===== config.mk =====
export PLATFORM = sky130hd
export DESIGN_NAME = return_addr_stack
export DESIGN_NICKNAME = d
export VERILOG_FILES = /design/src/rtl/return_addr_stack.sv
export SDC_FILE = /design/constraint.sdc
export NUM_CORES = 1
export LEC_CHECK = 0
export ABC_AREA = 1
export ABC_CLOCK_PERIOD_IN_PS = 4700
export CAP_MARGIN = 5
export CORE_ASPECT_RATIO = 1.4
export CORE_MARGIN = 5
export CORE_UTILIZATION = 35
export DETAILED_ROUTE_END_ITERATION = 10
export GPL_TIMING_DRIVEN = 1
export PLACE_DENSITY = 0.5
export SYNTH_ARGS = -nofsm -noshare
export SYNTH_HDL_FRONTEND = slang
export SYNTH_SLANG_ARGS = --single-unit
export TNS_END_PERCENT = 100

===== constraint.sdc =====
create_clock -name clk -period 4.7 [get_ports clk]
set_clock_uncertainty 0.1 [all_clocks]
set_input_delay 1.41 -clock clk [delete_from_list [all_inputs] [get_ports clk]]
set_output_delay 1.41 -clock clk [all_outputs]
set_load 0.05 [all_outputs]

===== src/rtl/return_addr_stack.sv =====
// Return-address stack for subroutine linkage (JSB pushes PC+1, RET pops it).
// top_addr is a zero-latency read of the current top entry, so the controller
// can select it as the PC source in the same cycle it asserts pop.
// Optional macro RAS_WRAP_EN: a push into a full stack overwrites the oldest
// entry (ring storage with a base pointer). Without it, such a push is dropped.
module return_addr_stack #(
   parameter int unsigned DEPTH  = 8,
   parameter int unsigned ADDR_W = 12,
   parameter int unsigned LVL_W  = $clog2(DEPTH + 1)
) (
   input  logic              clk,
   input  logic              rst_n,
   input  logic              push,
   input  logic              pop,
   input  logic [ADDR_W-1:0] push_addr,
   input  logic              clr_err,
   output logic [ADDR_W-1:0] top_addr,
   output logic              empty,
   output logic              full,
   output logic [LVL_W-1:0]  level,
   output logic              overflow_err,
   output logic              underflow_err
);

   localparam int unsigned PTR_W = (DEPTH > 1) ? $clog2(DEPTH) : 1;

   // Storage and bookkeeping state
   logic [ADDR_W-1:0] mem_q [DEPTH];
   logic [LVL_W-1:0]  level_q, level_d;
   logic              ovf_q, ovf_d;
   logic              unf_q, unf_d;

   // Base pointer marks the oldest entry; fixed at zero in drop-on-full builds
   logic [PTR_W-1:0]  base_c;
`ifdef RAS_WRAP_EN
   logic [PTR_W-1:0]  base_q, base_d;
   assign base_c = base_q;
`else
   assign base_c = '0;
`endif

   // Write port controls
   logic              mem_we;
   logic [PTR_W-1:0]  mem_widx;
   logic [ADDR_W-1:0] mem_wdata;

   // Derived status and indices
   logic              empty_c, full_c;
   logic [PTR_W-1:0]  top_idx_c, push_idx_c;

   assign empty_c    = (level_q == '0);
   assign full_c     = (level_q == LVL_W'(DEPTH));
   assign top_idx_c  = base_c + PTR_W'(level_q - LVL_W'(1));
   assign push_idx_c = base_c + PTR_W'(level_q);

   // Zero-latency top-of-stack read; reads as zero when the stack is empty
   assign top_addr      = empty_c ? '0 : mem_q[top_idx_c];
   assign empty         = empty_c;
   assign full          = full_c;
   assign level         = level_q;
   assign overflow_err  = ovf_q;
   assign underflow_err = unf_q;

   // Next-state: level, pointers, error flags and the single write port
   always_comb begin
      level_d   = level_q;
      ovf_d     = ovf_q;
      unf_d     = unf_q;
      mem_we    = 1'b0;
      mem_widx  = top_idx_c;
      mem_wdata = push_addr;
`ifdef RAS_WRAP_EN
      base_d    = base_q;
`endif

      // Clear first so an error event in the same cycle wins
      if (clr_err) begin
         ovf_d = 1'b0;
         unf_d = 1'b0;
      end

      case ({push, pop})
         2'b10: begin
            if (!full_c) begin
               mem_we   = 1'b1;
               mem_widx = push_idx_c;
               level_d  = level_q + LVL_W'(1);
            end else begin
               ovf_d = 1'b1;
`ifdef RAS_WRAP_EN
               // Overwrite the oldest slot; it becomes the newest top
               mem_we   = 1'b1;
               mem_widx = base_q;
               base_d   = base_q + PTR_W'(1);
`endif
            end
         end
         2'b01: begin
            if (!empty_c) begin
               level_d = level_q - LVL_W'(1);
            end else begin
               unf_d = 1'b1;
            end
         end
         2'b11: begin
            mem_we = 1'b1;
            if (!empty_c) begin
               // Replace the top entry in place
               mem_widx = top_idx_c;
            end else begin
               // Pop side underflows, push side still lands
               mem_widx = push_idx_c;
               level_d  = LVL_W'(1);
               unf_d    = 1'b1;
            end
         end
         default: ;
      endcase
   end

   // Control state registers
   always_ff @(posedge clk or negedge rst_n) begin
      if (!rst_n) begin
         level_q <= '0;
         ovf_q   <= 1'b0;
         unf_q   <= 1'b0;
`ifdef RAS_WRAP_EN
         base_q  <= '0;
`endif
      end else begin
         level_q <= level_d;
         ovf_q   <= ovf_d;
         unf_q   <= unf_d;
`ifdef RAS_WRAP_EN
         base_q  <= base_d;
`endif
      end
   end

   // Entry storage, written only on clock edges
   always_ff @(posedge clk or negedge rst_n) begin
      if (!rst_n) begin
         for (int i = 0; i < int'(DEPTH); i++) begin
            mem_q[i] <= '0;
         end
      end else if (mem_we) begin
         mem_q[mem_widx] <= mem_wdata;
      end
   end

endmodule


# ---- Yosys cells after proc, flatten, opt, wreduce, memory -nomap -nowiden
# Index checks and enable logic that the tools add are counted.
dict set report totals {
  regBits 102
  in_bits 17
  output_inout_bits 20
  word_cells 52
}
dict set report classes {
  add_sub_neg 2
  n_lt_le_gt_ge 3
  eq_ne 7
  muxes 22
  bitwise_logic 2
  reduce_logical 5
}
# op count
set op_table {}
lappend op_table {{96-bit bitwise mux} 1}
lappend op_table {{12-bit two-way mux} 4}
lappend op_table {{12-bit binary-select mux with 3-bit select} 1}
lappend op_table {{12-bit demux with 3-bit select} 1}
lappend op_table {{4-bit two-way mux} 3}
lappend op_table {{4-bit case mux with 3 select lines} 1}
lappend op_table {{4-bit greater-or-equal comparator (second input constant)} 2}
lappend op_table {{3-bit NOT with 4-bit output} 2}
lappend op_table {{1-bit two-way mux} 7}
lappend op_table {{3-bit two-way mux} 2}
lappend op_table {{2-bit != test (second input constant)} 3}
lappend op_table {{3-bit case mux with 2 select lines} 1}
lappend op_table {{4-bit by 1-bit adder with 4-bit output (second input constant)} 1}
lappend op_table {{2-bit == test (second input constant)} 2}
lappend op_table {{4-bit == test (second input constant)} 1}
lappend op_table {{4-bit zero test} 1}
lappend op_table {{4-bit by 1-bit < comparator with 1-bit output (second input constant)} 1}
lappend op_table {{4-bit AND reduction} 1}
lappend op_table {{4-bit by 1-bit subtractor with 4-bit output (second input constant)} 1}
lappend op_table {{3-bit nonzero test} 1}
lappend op_table {{2-bit by 1-bit == test with 1-bit output (second input constant)} 1}
lappend op_table {{1-bit case mux with 2 select lines} 1}
lappend op_table {{2-bit OR reduction} 1}
lappend op_table {{1-bit logical AND} 1}

# ---- Logic depth before layout (Yosys ltp)
# Gate-level depths: netlist of run 1.
dict set report depth {
  word_depth 9
  ltp_mapped 16
  mapped_depth_nobuf 12
}

# ---- Worst setup path after synthesis of run 1
# Ideal clock, no wire load.
dict set report synth_path {
  kind {reg2out}
  start {register level_q[0] (netlist: level[0])}
  end {output port top_addr[3]}
  t_arrival_ns 3.031
  required_time_ns 3.190
  setup_slack_ns 0.159
  stages_incl_launch_ff 11
  path_buffers 4
  cell_sequence {dfrtp_1 > clkbuf_1 > inv_2 > clkbuf_1 > ha_1 > clkbuf_1 > clkbuf_1 > o21ai_0 > o21ai_0 > a21oi_1 > nor2_1}
}
dict set report synth_between {
  elab_chain_cells 6
  word_cells_on_any_way 7
  classes_between {add/sub: 1; mux: 4; bitwise: 1; reduce/logical: 1}
}
# item line_no
set synth_rtl {}
lappend synth_rtl {{start, declared} 29} ;# logic [LVL_W-1:0] level_q, level_d;
lappend synth_rtl {{start signal, assigned} 131} ;# level_q <= level_d;
lappend synth_rtl {{4-bit by 1-bit subtractor with 4-bit output} n/a}
lappend synth_rtl {{3-bit NOT with 4-bit output (not written as such)} 57} ;# assign top_addr = empty_c ? '0 : mem_q[top_idx_c];
lappend synth_rtl {{12-bit binary-select mux with 3-bit select} 57}
lappend synth_rtl {{12-bit two-way mux (not written as such) (2 in series)} 57}
lappend synth_rtl {{12-bit two-way mux (*)} 57}
lappend synth_rtl {{end, declared} 17} ;# output logic [ADDR_W-1:0] top_addr,
# Every way passes the cells marked *; elsewhere a longest branch is shown, timed or not. The select of a mux whose other input is x is not followed.

# ---- Worst setup path after layout of run 1
dict set report layout_path {
  start {register level_q[1] (netlist: level[1])}
  end {output port top_addr[3]}
}
# Same word-level chain as after synthesis.

==> impl_metrics.xml, run 1 <==
<?xml version="1.0" encoding="UTF-8"?>
<metrics>
  <group name="outcome">
    <metric name="run_status" unit="">completed</metric>
  </group>
  <group name="sta">
    <metric name="report.final.setup_viol" unit="">0</metric>
    <metric name="post-route-min-period" unit="ns">4.14</metric>
    <metric name="fmax" unit="MHz">242</metric>
    <metric name="tightest_slew" unit="ns">0.680</metric>
    <metric name="hold_violations" unit="">0</metric>
    <metric name="grt_setup_unrepaired" unit="">no</metric>
    <metric name="fin_setup_tns" unit="ns">0</metric>
    <metric name="final_min_period_over_clock_period" unit="">0.880</metric>
    <metric name="worst_slew_margin_rel" unit="">0.546</metric>
    <metric name="drv_slew" unit="">0</metric>
  </group>
  <group name="final_layout">
    <metric name="finish.net_count" unit="">738</metric>
    <metric name="area_growth" unit="%">15.3</metric>
    <metric name="nFillCells" unit="">1627</metric>
    <metric name="layout-drive-gt1-share" unit="">0.0871</metric>
    <metric name="n_antenna_cell" unit="">0</metric>
  </group>
  <group name="critical_path">
    <metric name="critical_path_required" unit="ns">3.19</metric>
    <metric name="cpLargestDelayFamily" unit="">buffers and inverters</metric>
    <metric name="crit_path_end_kind" unit="">primary output</metric>
    <metric name="critical_path.cell_chain" unit="">inv_1 &gt; ha_1 &gt; buf_4 &gt; o21ai_0 &gt; o21ai_0 &gt; o21ai_0 &gt; nor2_1 &gt; buf_12</metric>
    <metric name="crit_path_frequent_cell" unit="">o21ai_0</metric>
    <metric name="timing.critical_path.arrival" unit="ns">2.63</metric>
    <metric name="largest_stage_delay_worst_path" unit="ns">0.46</metric>
    <metric name="cp_num_buf_inv" unit="">3</metric>
    <metric name="timing.critical_path.from_type" unit="">flop</metric>
    <metric name="critical_path_class" unit="">flop to primary output</metric>
    <metric name="cp_slowest_cell" unit="">dfrtp_1</metric>
    <metric name="timing.critical_path.fanout_max" unit="">40</metric>
  </group>
  <group name="synth">
    <metric name="total_of_warnings_raised_by_yosys" unit="">0</metric>
    <metric name="post_syn_area" unit="µm²">5430</metric>
    <metric name="yosys_most_used_dff" unit="">dfrtp_1</metric>
    <metric name="ffs_w_async_s_r_synth" unit="">1.00</metric>
    <metric name="synth_most_common_cell" unit="">nand2_1</metric>
    <metric name="synth_fp_nets" unit="">740</metric>
    <metric name="synth_cell_types" unit="">28</metric>
    <metric name="synth_cells" unit="">720</metric>
    <metric name="yosysSeqAreaShare" unit="">0.470</metric>
    <metric name="number_of_enable_flip_flop_cells_after_synthesis" unit="">0</metric>
    <metric name="synth_area_leaders" unit="">dfrtp_1, nand2_1, o21ai_0, nand3_1, o21bai_1</metric>
    <metric name="synth_top_area_frac" unit="">0.470</metric>
    <metric name="post_synth_most_frequent_cells" unit="">nand2_1, dfrtp_1, o21ai_0</metric>
    <metric name="ys_ff_latch" unit="">102</metric>
    <metric name="synth.avg_cell_area" unit="µm²">7.54</metric>
    <metric name="post-synth-top-area-cell" unit="">dfrtp_1</metric>
  </group>
  <group name="flow_run">
    <metric name="timing.max_cap.violations" unit="">0</metric>
  </group>
  <group name="cts">
    <metric name="worst_setup_hold_path_clk_slew" unit="ns">0.07</metric>
    <metric name="clock-root-buffer" unit="">clkbuf_16</metric>
    <metric name="h-tree-depth" unit="">3</metric>
    <metric name="setup_buffers_after_cts" unit="">0</metric>
    <metric name="clock_latency_on_the_worst_skew_pair" unit="ns">0.34</metric>
    <metric name="cts-buffers-inserted" unit="">9</metric>
    <metric name="tritoncts" unit="">done</metric>
    <metric name="cts_hold_buf" unit="">0</metric>
    <metric name="cts.sinks" unit="">102</metric>
    <metric name="cts.repair.resized" unit="">0</metric>
    <metric name="cts.path.max_buffers" unit="">2</metric>
  </group>
  <group name="floorplan">
    <metric name="placementRows" unit="">54</metric>
    <metric name="fp.dieArea" unit="µm²">18100</metric>
    <metric name="fp.dieW" unit="µm">115</metric>
    <metric name="dieHeight" unit="µm">157</metric>
    <metric name="initial_core_util" unit="">0.353</metric>
    <metric name="design.portCount" unit="">37</metric>
    <metric name="core_region_area" unit="µm²">15400</metric>
  </group>
  <group name="routing">
    <metric name="detail_route.vias_per_cell" unit="">5.24</metric>
    <metric name="drt_pre_antenna_iters" unit="">7</metric>
    <metric name="first_iter_violations" unit="">340</metric>
    <metric name="detail_route.wl_per_cell" unit="µm">18.3</metric>
    <metric name="antenna_violating_nets_post_route" unit="">0</metric>
    <metric name="via_count" unit="">4817</metric>
    <metric name="drt-total-wl" unit="µm">16800</metric>
    <metric name="drc" unit="">0</metric>
  </group>
  <group name="global_routing">
    <metric name="first_global_vias" unit="">4832</metric>
    <metric name="global_route.usage.total" unit="">0.189</metric>
    <metric name="grt_pass1_wl" unit="µm">26400</metric>
    <metric name="grt_start_max_net_pins" unit="">54</metric>
    <metric name="grt_remaining_overflow" unit="">0</metric>
    <metric name="antenna_found_initial" unit="">0</metric>
  </group>
  <group name="placement">
    <metric name="place.detailed.hpwl" unit="µm">11400</metric>
    <metric name="port-buffer-count" unit="">36</metric>
    <metric name="gp_routability_congestion" unit="">0.821</metric>
  </group>
  <group name="worst_hold_path">
    <metric name="hold_path_class" unit="">flop to flop</metric>
  </group>
</metrics>
kinds of logic after synthesis:
kind of cell | Yosys count | share of synthesized area
flops | 102 | 0.470
fa+ha+maj | 3 | 0.00691
compound gates | 143 | 0.144
xor+xnor | 2 | 0.00323
buf+inv | 101 | 0.0823
simple gates | 369 | 0.294
registers in the layout, summed over array words and instances, names as in the netlist:
name           flops
mem_q             96
level              4
overflow_err       1
underflow_err      1
cell type report:
type,count,area [µm²],share of cell area
inverter,40,153,0.0244
multi-input combinational,517,2440,0.389
clock inverter,5,56.3,0.00900
tap,196,245,0.0392
clock buffer,11,253,0.0404
timing repair buffer,48,563,0.0900
sequential,102,2550,0.408
worst min-delay path: cells and delay by family, from the launching register on:
family,cells,cell delay [ns]
DFF,1,0.34
and+or+nand+nor,2,0.10
path summary, 6_finish.rpt:
path,startpoint,endpoint,slack (ns),cells past startpoint
max,level[1]$_DFFE_PN0P_,top_addr[3],0.56,8
min,mem_q[79]$_DFFE_PN0P_,mem_q[79]$_DFFE_PN0P_,0.37,2
max reg2reg,level[1]$_DFFE_PN0P_,mem_q[74]$_DFFE_PN0P_,0.97,10
min reg2reg,mem_q[79]$_DFFE_PN0P_,mem_q[79]$_DFFE_PN0P_,0.37,2
max in group asynchronous,rst_n,mem_q[59]$_DFFE_PN0P_,2.64,2
min in group asynchronous,rst_n,level[2]$_DFFE_PN0P_,0.98,1
cells in the final DEF (no fill, tap or decap), drive strengths merged, types with 2 or more instances in the layout:
cell type,synthesis,final
ha,3,3
nand4,25,25
clkbuf,23,11
a21oi,24,24
o21ai,92,92
o21bai,24,24
clkdlybuf4s50,0,21
inv,40,41
nor2,45,45
dfrtp,102,102
buf,38,27
nand3,66,66
clkinv,0,2
o22ai,2,2
nand2,233,233
metrics by stage:
step / utilization / hold WS, ns / setup slack, ns / instance area [µm²] / std cells
floorplan: - / 0.337 / 0.159 / 5430 / 720
global placement: 0.386 / 0.348 / 0.563 / 5950 / 903
detailed placement: 0.386 / 0.353 / 0.530 / 5950 / 903
CTS: 0.406 / 0.369 / 0.526 / 6260 / 919
global route: 0.406 / 0.387 / 0.294 / 6260 / 919
finish: 0.406 / 0.367 / 0.563 / 6260 / 919
metal layers:
metal  vias to the layer above  global-route usage  wire [µm]
met5                         -                   0          0
met4                         0              0.0783        536
met3                        39              0.0215        591
met2                       135               0.330       8520
met1                      2305               0.235       7140
li1                       2338                   -          -
Power of run 1 is not shown: default switching activity piles up to over one toggle a cycle in this logic, so the estimate is an artifact.
==> inputs of run 2 (changes only) <==
GPL_ROUTABILITY_DRIVEN = 0   (was not set)
==> results of run 2 <==
No change in the layout: final DEF, timing and power equal those of run 1.
Power of run 2 is left out for the same reason.
==> variant (config.mk and constraints of run 2) <==
Make the reset (`rst_n`) synchronous in 2 clocked blocks.
--- a/src/rtl/return_addr_stack.sv
+++ b/src/rtl/return_addr_stack.sv
@@ -121,3 +121,3 @@
    // Control state registers
-   always_ff @(posedge clk or negedge rst_n) begin
+   always_ff @(posedge clk) begin
       if (!rst_n) begin
@@ -140,3 +140,3 @@
    // Entry storage, written only on clock edges
-   always_ff @(posedge clk or negedge rst_n) begin
+   always_ff @(posedge clk) begin
       if (!rst_n) begin
Behaviour: differs if rst_n is asserted again (counterexample within 4 cycles, from zero or initial values and one cycle with rst_n low); with rst_n held inactive, the same outputs for 4 cycles.
==> variant against run 2 <==
Sequential cell count unchanged. Routed wire length is 20% lower. Final area down 7.5%. Count of clock-buffer cells in the layout down 1. Worst setup slack got worse by 120 ps. Synthesized area is 9.6% lower. Critical path type unchanged. Via count down 22%.
==> variant: results (changes against run 2) <==
Parameter                              Value

Worst setup path
  Worst reg2reg path endpoint ... mem_q[1][7]$_SDFFCE_PN0P_
  Critical-path maximum fanout ... 53 (+33%)
  Reg2Reg Setup Slack ... 1520 ps (+550 ps)
  Critical-path cell with the highest stage delay ... sky130_fd_sc_hd__buf_4
  Path depth of the worst reg2reg path ... 9 (-1)
  Worst flop-to-flop path startpoint ... level[0]$_SDFFE_PN0P_

Layout
  Net count of the finished layout ... 547 (-26%)
  Layout cells sized above 1 ... 10.5% (+1.8 points)
  Number of inserted filler cells in the final layout ... 1403 (-14%)
  Fin cells ... 717 (-22%)

Synth
  Synthesized net count ... 524 (-29%)
  Fraction of registers with async set/reset ... 0% (-100 points)
  Count of distinct cell types in the synthesized netlist ... 25 (-11%)
  Number of synthesized flops with an enable pin ... 96 (+96)
  Sequential element share of the synthesized area ... 61.2% (+14 points)
  Top cell type's share of synthesized area ... 58.7% (+12 points)
  Synth cell count leaders ... sky130_fd_sc_hd__nor2_1 (131), sky130_fd_sc_hd__edfxtp_1 (96), sky130_fd_sc_hd__o21ai_0 (73)
  Gate count of the mapped netlist ... 504 (-30%)

Route
  Via count ... 3741 (-22%)
  Length of routed met3 wiring ... 556 um (-5.9%)
  Wire length the detailed router placed on met1 ... 5.16 mm (-28%)
  Initial drt markers ... 233 (-31%)
  Post-detailed-routing wire length ... 13.4 mm (-20%)
  Number of detailed-route iterations in the first pass ... 4 (-3)

Global routing
  Tot GR Track Use ... 17.2% (-1.7 points)
  Via count of the first global-routing pass ... 3927 (-19%)
  First-pass GRT wire length ... 21.2 mm (-20%)

Placed design
  Pre-CTS setup slack ... 788 ps (+258 ps)
  Total instance count after detailed placement ... 701 (-22%)
  Sum of net half-perimeters after detailed placement ... 9.22 mm (-19%)

STA
  Slew HR ... 53.6% (-1.0 points)
  Worst Hold Margin ... 363 ps (-3.52 ps)

Hold path
  End of the worst hold path ... underflow_err$_SDFF_PN0_
  Start point of the worst min-delay path ... underflow_err$_SDFF_PN0_

Run status
  Outcome ... completed
[variant: cell count changes after synthesis, moves of 48 or more]
| cell | delta |
|---|---|
| sky130_fd_sc_hd__edfxtp_1 | +96 |
| sky130_fd_sc_hd__nand3_1 | -55 |
| sky130_fd_sc_hd__nand2_1 | -200 |
| sky130_fd_sc_hd__nor2_1 | +92 |
| sky130_fd_sc_hd__nor3_1 | +48 |
| sky130_fd_sc_hd__dfrtp_1 | -102 |
[variant: how the worst max path moves through the flow]
stage | to | slack, ps
6_report | top_addr[7] | 450
5_1_grt | top_addr[1] | 180
4_1_cts | top_addr[1] | 400
3_5_place_dp | top_addr[1] | 790
3_3_place_gp | top_addr[1] | 820
2_1_floorplan | top_addr[10] | 200
[variant: cell type report]
cell class,count,area share [%]
inverter,30,1.99
timing repair buffer,46,9.51
clock inverter,6,1.17
clock buffer,10,3.96
tap,185,4.00
multi-input combinational,338,27.5
sequential,102,51.9
[variant: kinds of logic (layout without fill, tap and decap cells)]
family | count (synthesis) | count (layout) | share of synthesized area [%]
buffers and inverters | 64 | 92 | 6.40
AND/OR/NAND/NOR | 232 | 232 | 20.4
flip-flops | 102 | 102 | 61.2
XOR/XNOR | 1 | 1 | 0.178
AO/OA/AOI/OAI | 102 | 102 | 11.1
adder cells (fa/ha/maj) | 3 | 3 | 0.765
[variant: power by group]
group	switching [mW]	total [mW]	leakage [nW]	internal [mW]
Combinational	0.983	1.49	0.984	0.510
Clock	0.341	0.757	0.141	0.416
Sequential	0.0435	1.14	1.04	1.10
Total	1.37	3.39	2.17	2.03
[variant: metal layers]
layer | vias up | track usage, %
met5 | - | 0
met4 | 0 | 7.89
met3 | 30 | 3.13
met2 | 95 | 30.7
met1 | 1817 | 19.6
li1 | 1799 | -
